**src/rtl/traffic_pkg.sv**
```systemverilog
// traffic_pkg: phase encoding and lamp codes shared by the intersection scheduler.
package traffic_pkg;
  typedef enum logic [1:0] {GREEN = 2'd0, YELLOW = 2'd1, ALL_RED = 2'd2, WALK = 2'd3} phase_t;
  localparam logic [2:0] LAMP_G = 3'b100;
  localparam logic [2:0] LAMP_Y = 3'b010;
  localparam logic [2:0] LAMP_R = 3'b001;
endpackage

```
**src/rtl/rr_pick4.sv**
```systemverilog
// rr_pick4: round-robin pick of the first request after last, scanning last+1, last+2, ... mod 4.
module rr_pick4 (
  input  logic [3:0] req,
  input  logic [1:0] last,
  output logic [1:0] nxt,
  output logic       vld
);
  always_comb begin
    nxt = last;
    for (int i = 4; i >= 1; i--) if (req[2'(int'(last) + i)]) nxt = 2'(int'(last) + i);
  end
  assign vld = |req;
endmodule

```
**src/rtl/traffic_phase_scheduler.sv**
```systemverilog
// traffic_phase_scheduler: four-approach GREEN/YELLOW/ALL_RED sequencer with round-robin handover.
// Define PED_CROSSING_EN to add the ped_req/walk ports and the WALK phase.
module traffic_phase_scheduler
  import traffic_pkg::*;
#(
  parameter int MIN_GREEN = 80,
  parameter int YELLOW_T  = 20,
  parameter int ALLRED_T  = 2,
  parameter int WALK_T    = 30,
  parameter int CNT_W     = 8
) (
  input  logic        clk,
  input  logic        rst_n,
  input  logic [3:0]  has_car,
`ifdef PED_CROSSING_EN
  input  logic        ped_req,
  output logic        walk,
`endif
  output logic [11:0] lights,
  output logic [1:0]  owner,
  output logic [1:0]  phase
);
  localparam logic [CNT_W-1:0] MG = CNT_W'(MIN_GREEN);
  localparam logic [CNT_W-1:0] YT = CNT_W'(YELLOW_T);
  localparam logic [CNT_W-1:0] AT = CNT_W'(ALLRED_T);
  localparam logic [CNT_W-1:0] WT = CNT_W'(WALK_T);
  phase_t phase_q, phase_d;
  logic [1:0] owner_q, owner_d, nxt_q, nxt_d, pick;
  logic [CNT_W-1:0] cnt_q, cnt_d, lim;
  logic [3:0] other;
  logic pick_vld, done;
`ifdef PED_CROSSING_EN
  logic ped_q, ped_d;
`endif
  assign other = has_car & ~(4'b0001 << owner_q);
  rr_pick4 u_pick (.req(other), .last(owner_q), .nxt(pick), .vld(pick_vld));
  always_ff @(posedge clk) begin
    if (!rst_n) begin
      phase_q <= GREEN;
      owner_q <= 2'd0;
      nxt_q   <= 2'd0;
      cnt_q   <= CNT_W'(1);
`ifdef PED_CROSSING_EN
      ped_q   <= 1'b0;
`endif
    end else begin
      phase_q <= phase_d;
      owner_q <= owner_d;
      nxt_q   <= nxt_d;
      cnt_q   <= cnt_d;
`ifdef PED_CROSSING_EN
      ped_q   <= ped_d;
`endif
    end
  end
  always_comb begin
    lim = phase_q == GREEN ? MG : phase_q == YELLOW ? YT : phase_q == ALL_RED ? AT : WT;
    done = cnt_q >= lim;
    phase_d = phase_q;
    owner_d = owner_q;
    nxt_d = nxt_q;
    case (phase_q)
      GREEN: if (done && pick_vld) begin
        phase_d = YELLOW;
        nxt_d = pick;
      end
      YELLOW: if (done) phase_d = ALL_RED;
      ALL_RED: if (done) begin
`ifdef PED_CROSSING_EN
        phase_d = ped_q ? WALK : GREEN;
        owner_d = ped_q ? owner_q : nxt_q;
`else
        phase_d = GREEN;
        owner_d = nxt_q;
`endif
      end
      default: if (done) begin
        phase_d = GREEN;
        owner_d = nxt_q;
      end
    endcase
    // every phase entry restarts the saturating counter at 1
    cnt_d = phase_d != phase_q ? CNT_W'(1) : done ? cnt_q : cnt_q + 1'b1;
`ifdef PED_CROSSING_EN
    ped_d = (ped_q | ped_req) & ~(phase_d == WALK && phase_q != WALK);
`endif
  end
  always_comb begin
    for (int i = 0; i < 4; i++)
      lights[3*i+:3] = owner_q != 2'(i) ? LAMP_R : phase_q == GREEN ? LAMP_G : phase_q == YELLOW ? LAMP_Y : LAMP_R;
    owner = owner_q;
    phase = phase_q;
`ifdef PED_CROSSING_EN
    walk = phase_q == WALK;
`endif
  end
endmodule
```
**config.mk**
```make
export PLATFORM = sky130hd
export DESIGN_NAME = traffic_phase_scheduler
export DESIGN_NICKNAME = d
export VERILOG_FILES = /design/src/rtl/traffic_pkg.sv /design/src/rtl/rr_pick4.sv /design/src/rtl/traffic_phase_scheduler.sv
export SDC_FILE = /design/constraint.sdc
export NUM_CORES = 1
export LEC_CHECK = 0
export ABC_CLOCK_PERIOD_IN_PS = 2800
export CAP_MARGIN = 5
export CORE_MARGIN = 10
export CORE_UTILIZATION = 50
export CTS_CLUSTER_SIZE = 12
export DETAILED_ROUTE_END_ITERATION = 7
export PLACE_DENSITY = 0.79
export SKIP_CTS_REPAIR_TIMING = 1
export SLEW_MARGIN = 20
export SYNTH_ARGS = -nofsm -noshare
export SYNTH_HDL_FRONTEND = slang
export SYNTH_HIERARCHICAL = 1
export SYNTH_SLANG_ARGS = --single-unit
```
**constraint.sdc**
```tcl
create_clock -name clk -period 2.8 [get_ports clk]
set_input_delay 0.42 -clock clk [delete_from_list [all_inputs] [get_ports clk]]
set_output_delay 0.42 -clock clk [all_outputs]
set_load 0.01 [all_outputs]
```
==> impl_metrics.csv, run 1 <==
group,metric,value,unit
die,rows,16,
routing,wire_per_inst,14.28,um
worst_hold_path,hold_end,"cnt_q[7]",
cells_and_area,fin_cells,174,
synth,synth-edff-count,0,
placement,gp_congestion,0.8500,
routing,wl_met3,188,um
sta,setup_slack,0.4284,ns
setup_path,start_kind,"register",
sta,timing_hold_violations_final,0,
synth,synth_common_cells,"dfxtp_1 (14), nand2_1 (13), nor2_1 (13)",
cells_and_area,drive_above_1_share,0.06122,
setup_path,cp_num_buf_inv,0,
clocking,tritoncts,"built",
clocking,numCtsBuffers,3,
routing,met2_length,1058,um
synth,synth-warning-count,6,
placement,dpl.hpwl,1913,um
die,io_pins,22,
die,coreArea,1962,um^2
placement,numPortBuffers,21,
setup_path,r2r_start,"owner[1]",
routing,top_layer,"met4",
sta,post-route-min-period,2.372,ns
sta,slew_headroom,0.6601,
setup_path,crit_required,2.98,ns
synth,syn_avg_cell_area,7.940,um^2
grt,grt_pass1_wl,4174,um
pwr,power,0.4078,mW
outcome,status,"complete, no violations",
setup_path,cp-end-kind,"register",
synth,netlist_instances,130,
setup_path,path_class,"register to register",
worst_hold_path,whs_path_depth,2,
sta,setup_tns,0,ns
synth,synth_fp_nets,142,
sta,fin_crit_sh,0.8470,
pwr,p_leak,0.5390,nW
worst_hold_path,hold_path.startpoint,"cnt_q[7]",
synth,yosys.area.top_type,"dfxtp_1",
worst_hold_path,hold_path_class,"register to register",
clocking,cts_root_buf,"clkbuf_4",
cells_and_area,nNetsFinal,160,
routing,ant_nets,0,
job,cap_violations,0,
grt,grt_usage,0.1174,
grt,grt_pass1_vias,939,
grt,grt_max_degree,17,
placement,dpl_worst_slack,0.3568,ns
sta,hold_slack,0.4654,ns
pwr,powerDensity,318.6,nW/um^2
sta,worst_clock_skew,0.001131,ns
die,die_w,65.44,um
routing,viasPerCell,5.885,
clocking,clk_pin_slew_worst_paths,0.09,ns
cells_and_area,area_delta_synth_final,24.00,%
synth,synth_top_area_frac,0.2715,
clocking,numClockSinks,14,
setup_path,r2r-end,"cnt_q[0]",
setup_path,r2r_cells,5,
routing,drtIter0Drc,73,
routing,dr_total_vias,1024,
routing,finalWirelength,2485,um
setup_path,cp_top_family,"simple AND/OR/NAND/NOR gates",
sta,rsz0062_at_grt,"no",
sta,slew_violations,0,
synth,yosysSeqAreaShare,0.2715,
setup_path,crit_fanout,16,
synth,yosysMostFrequentCell,"dfxtp_1",
setup_path,r2r_slack,0.43,ns
grt,grt_antenna_before_repair,0,
grt,grt.overflow.total,0,
synth,synth_ff_type,"dfxtp_1",
routing,first_pass_iters,4,
die,die-area,4282,um^2
die,die_h,65.44,um
sta,worst_pin_slew,0.5083,ns
sta,setup_violations,0,
clocking,clock_path_buffers,2,
cells_and_area,diodes,0,
sta,fmax,421.7,MHz
die,initial_core_util,0.5261,
synth,ys_types,38,
synth,ys_ff_latch,14,
synth,netlist_top_cells_area,"dfxtp_1 (27%), ha_1 (7.3%), mux2i_1 (4.8%)",
placement,dp_cells,170,
setup_path,path_cells,"a21boi_0, or4_1, nor2_1, o21ai_1, o31a_1",
synth,syn_area,1032,um^2
pwr,irDropWorstVdd,279.1,uV
synth,async_flop_share,0,
clocking,htreeDepth,1,
routing,wl_met1,1213,um
setup_path,cpMaxStageDelayCell,"dfxtp_1",
routing,post-route-drc-count,0,
setup_path,slowest_delay,0.61,ns
clocking,clock_latency,0.28,ns
setup_path,crit_arrival,2.55,ns
[cell families after synthesis]
kind of cell             count (synthesis)  synth area share
multiplexers                             5           0.04849
buffers and inverters                   16           0.06061
flip-flops                              14            0.2715
adder cells (fa/ha/maj)                  6           0.07273
AND/OR/NAND/NOR                         53            0.2776
AO/OA/AOI/OAI                           36            0.2691
[state kept, by name, indices dropped and copies added, names as in the netlist]
name   cells
cnt_q      8
nxt_q      2
owner      2
phase      2
[power by group]
part / switching, mW / internal, mW / total (mW)
Combinational: 0.0254 / 0.0222 / 0.0475
Sequential: 0.00640 / 0.204 / 0.211
Clock: 0.0705 / 0.0792 / 0.150
[per-stage QoR]
step / utilization / instance area (um^2)
after global routing: 0.6524 / 1280
final: 0.6524 / 1280
after global placement: 0.6339 / 1244
after floorplan: - / 1032
after CTS: 0.6524 / 1280
after detailed placement: 0.6339 / 1244
[layer usage]
| metal | GRT usage | up-vias |
|---|---|---|
| met4 | 0.03743 | 0 |
| li1 | - | 510 |
| met2 | 0.1829 | 36 |
| met1 | 0.1512 | 473 |
| met3 | 0.03390 | 5 |
| met5 | 0 | - |
[cell usage in the layout (no fill, tap or decap), types with 4 or more instances in the layout]
cell / instances
a21oi_1: 7
clkdlybuf4s50_1: 21
dfxtp_1: 14
ha_1: 6
inv_1: 8
mux2i_1: 5
nand2_1: 13
nand3_1: 4
nand3b_1: 6
nor2_1: 13
nor2b_1: 4
[worst max path at each step]
stage | from | endpoint | slack [ns] | depth (start not counted)
6_report | owner[1] | cnt_q[0] | 0.43 | 5
5_1_grt | owner[1] | cnt_q[5] | 0.20 | 5
2_1_floorplan | owner[1] | cnt_q[0] | 0.63 | 6
3_3_place_gp | has_car[3] | cnt_q[0] | 0.42 | 6
3_5_place_dp | has_car[3] | cnt_q[0] | 0.36 | 6
4_1_cts | owner[1] | cnt_q[0] | 0.44 | 5
[worst reg2reg max path, stage by stage (launching register included)]
cell,delay [ns]
dfxtp_1,0.61
a21boi_0,0.30
or4_1,0.61
nor2_1,0.30
o21ai_1,0.17
o31a_1,0.27
[area by class of cell]
type	count	area, um^2
fill	185	681.9
tap	27	33.78
sequential	14	280.3
inverter	8	30.03
multi-input combinational	100	689.4
clock buffer	4	36.28
timing repair buffer	21	210.2
Power figures use the tool's default switching activity.
==> inputs of run 2 (changes only) <==
Settings changed: ABC_CLOCK_PERIOD_IN_PS 2800 to 2000, CORE_UTILIZATION 50 to 45, PLACE_DENSITY 0.79 to 0.75.
Clock period 2.8 ns to 2 ns, I/O delays scaled along.
==> run 2 against run 1 <==
  * Global-route usage rose by 0.27 points
  * First-iteration DRC count fell by 26%
  * Flip-flop and latch count did not move
  * Worst setup slack got worse by 0.39 ns
  * Cell area rose by 14%
  * Power rose by 40%
  * Maximum frequency rose by 21%
  * Die area rose by 7.7%
  * Largest cell class unchanged
  * Highest routed layer unchanged
==> impl_metrics.csv, run 2 (synthesis gave the netlist of run 1 again) <==
group,metric,value,unit
outcome,status,"complete, no violations",
setup_path,start_kind,"register",
sta,timing_hold_violations_final,0,
die,io_pins,22,
clocking,clock_latency,0.28,ns
routing,ant_nets,0,
grt,grt_pass1_vias,999,
grt,grt_antenna_before_repair,0,
pwr,powerDensity,392.8,nW/um^2
clocking,clock_path_buffers,2,
placement,gp_congestion,0.8408,
worst_hold_path,hold_path_class,"register to register",
pwr,irDropWorstVdd,366.2,uV
placement,dpl.hpwl,2245,um
sta,slew_violations,0,
cells_and_area,drive_above_1_share,0.2061,
sta,worst_pin_slew,0.5184,ns
clocking,htreeDepth,1,
sta,fin_crit_sh,0.9803,
cells_and_area,ff_latch_area,285.3,um^2
sta,setup_tns,0,ns
cells_and_area,nNetsFinal,178,
cells_and_area,layout_commonest_cell,"buf_4",
setup_path,r2r-end,"cnt_q[5]",
cells_and_area,diodes,0,
worst_hold_path,whs_path_depth,2,
pwr,p_leak,0.7468,nW
die,die_w,67.90,um
cells_and_area,fill_cells,190,
clocking,clk_pin_slew_worst_paths,0.08,ns
die,die-area,4610,um^2
setup_path,path_class,"register to register",
cells_and_area,area_delta_synth_final,40.97,%
cells_and_area,multi_input_area,701.9,um^2
cells_and_area,layout_common_cells,"buf_4 (17), clkdlybuf4s50_1 (14), nand2_1 (13)",
setup_path,path_cells,"nor2_2, inv_1, ha_1, nand3b_4, a211oi_4, buf_4, or3_1, a311oi_2",
setup_path,crit_arrival,2.16,ns
setup_path,startpoint,"phase[0]",
die,initial_core_util,0.4712,
job,cap_violations,0,
grt,grt_usage,0.1201,
routing,wire_per_inst,14.90,um
sta,setup_violations,0,
routing,dr_total_vias,1092,
sta,post-route-min-period,1.961,ns
clocking,numClockSinks,14,
setup_path,r2r_slack,0.04,ns
clocking,cts_root_buf,"clkbuf_4",
sta,slew_headroom,0.6533,
setup_path,crit_required,2.19,ns
routing,first_pass_iters,4,
sta,rsz0062_at_grt,"yes",
grt,grt.overflow.total,0,
die,rows,17,
die,coreArea,2191,um^2
clocking,numCtsBuffers,3,
setup_path,cp-end-kind,"register",
routing,post-route-drc-count,0,
routing,drtIter0Drc,54,
grt,grt_max_degree,17,
setup_path,cpMaxStageDelayCell,"or3_1",
worst_hold_path,hold_path.startpoint,"cnt_q[7]",
worst_hold_path,hold_end,"cnt_q[7]",
placement,numPortBuffers,21,
setup_path,r2r_start,"phase[0]",
setup_path,slowest_delay,0.38,ns
placement,dp_cells,186,
cells_and_area,largest_register_ffs,8,
clocking,tritoncts,"built",
setup_path,crit_fanout,6,
cells_and_area,regMostFlops,"cnt_q",
sta,worst_clock_skew,0.002266,ns
sta,fmax,510.1,MHz
routing,viasPerCell,5.658,
cells_and_area,fin_cells,193,
grt,grt_pass1_wl,4416,um
die,die_h,67.90,um
routing,finalWirelength,2876,um
setup_path,r2r_cells,8,
## run 2: changes by cell type in the layout (fill, tap and decap cells not counted), moves of 4 or more
cell             previous run  this run
buf_4                       0        17
clkdlybuf4s50_1            21        14
dlymetal6s2s_1              0         7
dfxtp_1                    14        10
dfxtp_2                     0         4
## run 2: how the worst max path moves through the flow
stage | depth (start not counted) | slack [ns] | to
floorplan | 6 | 0.003 | cnt_q[0]
global placement | 6 | -0.08 | cnt_q[0]
detailed placement | 6 | -0.11 | cnt_q[0]
CTS | 5 | -0.01 | lights[4]
global route | 7 | -0.03 | cnt_q[5]
finish | 8 | 0.04 | cnt_q[5]
## run 2: worst max-delay path, delay by kind of cell (launching register included)
| kind | cells | cell delay [ns] |
|---|---|---|
| and+or+nand+nor | 3 | 0.65 |
| buffers and inverters | 2 | 0.23 |
| DFF | 1 | 0.36 |
| adders and majority gates | 1 | 0.32 |
| AOI/OAI and AO/OA | 2 | 0.33 |
## run 2: stage by stage
| step | setup slack, ns | area [um^2] | hold WS (ns) | utilization | total power, mW |
|---|---|---|---|---|---|
| 6_report | 0.03949 | 1455 | 0.4725 | 0.6642 | 0.5716 |
| 4_1_cts | -0.01298 | 1395 | 0.4677 | 0.6368 | 0.5725 |
| 2_1_floorplan | 0.002826 | 1037 | 0.4323 | - | 0.3461 |
| 3_5_place_dp | -0.1096 | 1359 | 0.4552 | 0.6202 | 0.3746 |
| 5_1_grt | -0.03333 | 1455 | 0.5031 | 0.6642 | 0.6026 |
| 3_3_place_gp | -0.08023 | 1359 | 0.4433 | 0.6202 | 0.3704 |
## run 2: cell type report
cell class | instances | area share
Timing Repair Buffer | 39 | 0.2519
Sequential cell | 14 | 0.1960
Clock buffer | 4 | 0.02494
Multi-Input combinational cell | 100 | 0.4824
Tap cell | 28 | 0.02408
Inverter | 8 | 0.02064
## run 2: routing by layer
metal  track usage  vias up  part of all wire
met5             0        -                 0
met4       0.03518        0            0.0080
met3       0.03100        4             0.067
met2        0.2066       30              0.47
met1        0.1438      513              0.46
li1              -      545                 -
## run 2: power by group
group,switching (mW),total [mW],internal [mW],leakage [nW]
sequential,0.00901,0.295,0.286,0.116
combinational,0.0380,0.0757,0.0378,0.610
clock,0.0904,0.201,0.111,0.0210
==> inputs of run 3 (changes only) <==
Settings changed: CORE_MARGIN 10 to 1.5.
==> run 3 against run 2 <==
  * Hold slack worse by 0.0070 ns
  * Via count up 4.4%
  * Highest routed layer unchanged
  * Maximum frequency up 1.5%
  * Routed wire length down 4.1%
  * Critical path depth down 1
  * Largest power group unchanged
  * Flip-flop and latch count unchanged
  * Die area down 44%
  * First-iteration DRC count down 33%
  * Clock-buffer cell count unchanged
==> impl_metrics.csv, run 3 (synthesis gave the netlist of run 1 again) <==
group,metric,value,unit
outcome,status,"complete, no violations",
pwr,powerDensity,399.7,nW/um^2
routing,ant_nets,0,
cells_and_area,drive_above_1_share,0.2195,
routing,viasPerCell,5.938,
pwr,irDropWorstVdd,360.2,uV
sta,worst_clock_skew,0.008143,ns
routing,drtIter0Drc,36,
pwr,clockPowerShare,0.366,
clocking,htreeDepth,1,
sta,slew_headroom,0.7219,
die,coreArea,2191,um^2
die,die_h,50.90,um
pwr,p_switching,0.1520,mW
setup_path,slowest_delay,0.36,ns
sta,fin_crit_sh,0.9661,
grt,grt_pass1_vias,1050,
clocking,numCtsBuffers,3,
clocking,tritoncts,"built",
routing,first_pass_iters,4,
pwr,switching_share,0.2590,
cells_and_area,regMostFlops,"cnt_q",
die,io_pins,22,
setup_path,crit_required,2.16,ns
grt,grt_usage,0.2246,
grt,grt_max_degree,11,
clocking,cts_root_buf,"clkbuf_4",
placement,dpl.hpwl,2054,um
cells_and_area,stdcell_area,1469,um^2
sta,slew_violations,0,
pwr,power_frac_comb,0.133,
routing,wire_per_inst,14.36,um
sta,fmax,517.6,MHz
cells_and_area,area_delta_synth_final,42.30,%
pwr,p_seq_frac,0.501,
pwr,power,0.5871,mW
setup_path,cp-end-kind,"register",
cells_and_area,nNetsFinal,177,
cells_and_area,diodes,0,
routing,post-route-drc-count,0,
setup_path,r2r_slack,0.07,ns
clocking,clk_pin_slew_worst_paths,0.09,ns
grt,grt_antenna_before_repair,0,
sta,timing_hold_violations_final,0,
setup_path,path_cells,"nor2_2, inv_2, ha_4, nand3b_4, a211oi_4, o211ai_1, mux2i_1",
setup_path,cpMaxStageDelayCell,"dfxtp_2",
routing,finalWirelength,2757,um
grt,grt_pass1_wl,4429,um
job,cap_violations,0,
cells_and_area,largest_register_ffs,8,
setup_path,crit_arrival,2.10,ns
placement,numPortBuffers,21,
die,initial_core_util,0.4712,
die,die_w,50.90,um
setup_path,start_kind,"register",
cells_and_area,layout_commonest_cell,"buf_4",
routing,dr_total_vias,1140,
cells_and_area,layout_common_cells,"buf_4 (16), nand2_1 (13), clkdlybuf4s50_1 (13)",
pwr,p_leak,0.7511,nW
placement,gp_congestion,0.8156,
clocking,clock_latency,0.30,ns
pwr,p_int,0.4351,mW
sta,post-route-min-period,1.932,ns
setup_path,path_class,"register to register",
placement,place_area,1366,um^2
sta,setup_violations,0,
clocking,clock_path_buffers,2,
die,die-area,2590,um^2
worst_hold_path,hold_path_class,"register to register",
grt,grt.overflow.total,0,
setup_path,crit_fanout,6,
clocking,numClockSinks,14,
cells_and_area,fill_cells,176,
sta,worst_pin_slew,0.4154,ns
die,rows,17,
## run 3: changes by cell type in the layout (fill, tap and decap cells not counted), sizes merged
| cell | delta |
|---|---|
| clkdlybuf4s50 | -1 |
| dlymetal6s2s | +1 |
| buf | -2 |
| a211oi | +1 |
## run 3: area by class of cell
| class | instances | area [um^2] | area share |
|---|---|---|---|
| clock buffers | 4 | 36.28 | 0.02470 |
| inverters | 8 | 30.03 | 0.02044 |
| multi-input cells | 101 | 732.0 | 0.4983 |
| flip-flops and latches | 14 | 285.3 | 0.1942 |
| well taps | 28 | 35.03 | 0.02385 |
| repair buffers | 37 | 350.3 | 0.2385 |
## run 3: power groups by stage
| stage | Sequential, mW | Combinational, mW | Clock, mW |
|---|---|---|---|
| after global placement | 0.301 | 0.0688 | 0 |
| after CTS | 0.294 | 0.0729 | 0.213 |
| after floorplan | 0.298 | 0.0477 | 0 |
| after detailed placement | 0.301 | 0.0724 | 0 |
| final | 0.294 | 0.0783 | 0.215 |
| after global routing | 0.295 | 0.0892 | 0.224 |
## run 3: per-stage QoR
| step | util | worst slack, ns | setup TNS (ns) | cells | hold WS, ns |
|---|---|---|---|---|---|
| 2_1_floorplan | - | 0.002826 | 0 | 130 | 0.4323 |
| 3_3_place_gp | 0.6236 | -0.1187 | -0.5718 | 187 | 0.4412 |
| 3_5_place_dp | 0.6236 | -0.1631 | -0.8206 | 187 | 0.4571 |
| 4_1_cts | 0.6402 | -0.07113 | -0.1726 | 191 | 0.4689 |
| 5_1_grt | 0.6705 | -0.003879 | -0.003879 | 192 | 0.5010 |
| 6_report | 0.6705 | 0.06789 | 0 | 192 | 0.4654 |
## run 3: worst max-delay path: cells and delay by family (launching register included)
| kind | cells | cell delay (ns) |
|---|---|---|
| fa+ha+maj | 1 | 0.29 |
| mux | 1 | 0.18 |
| simple gates | 2 | 0.29 |
| compound gates | 2 | 0.58 |
| buf+inv | 1 | 0.09 |
| flops | 1 | 0.36 |
## run 3: layer usage
layer | vias to the layer above | part of all wire | track usage
met2 | 55 | 0.50 | 0.4057
met3 | 5 | 0.076 | 0.03509
li1 | 552 | - | -
met4 | 0 | 0.018 | 0.1036
met5 | - | 0 | 0
met1 | 528 | 0.41 | 0.2587
## run 3: worst paths after layout
kind / end / startpoint / cells after the start
worst min register to register: owner[1] / nxt_q[1] / 2
worst max-delay path: nxt_q[0] / phase[0] / 7
worst min-delay path: owner[1] / nxt_q[1] / 2
worst max register to register: nxt_q[0] / phase[0] / 7
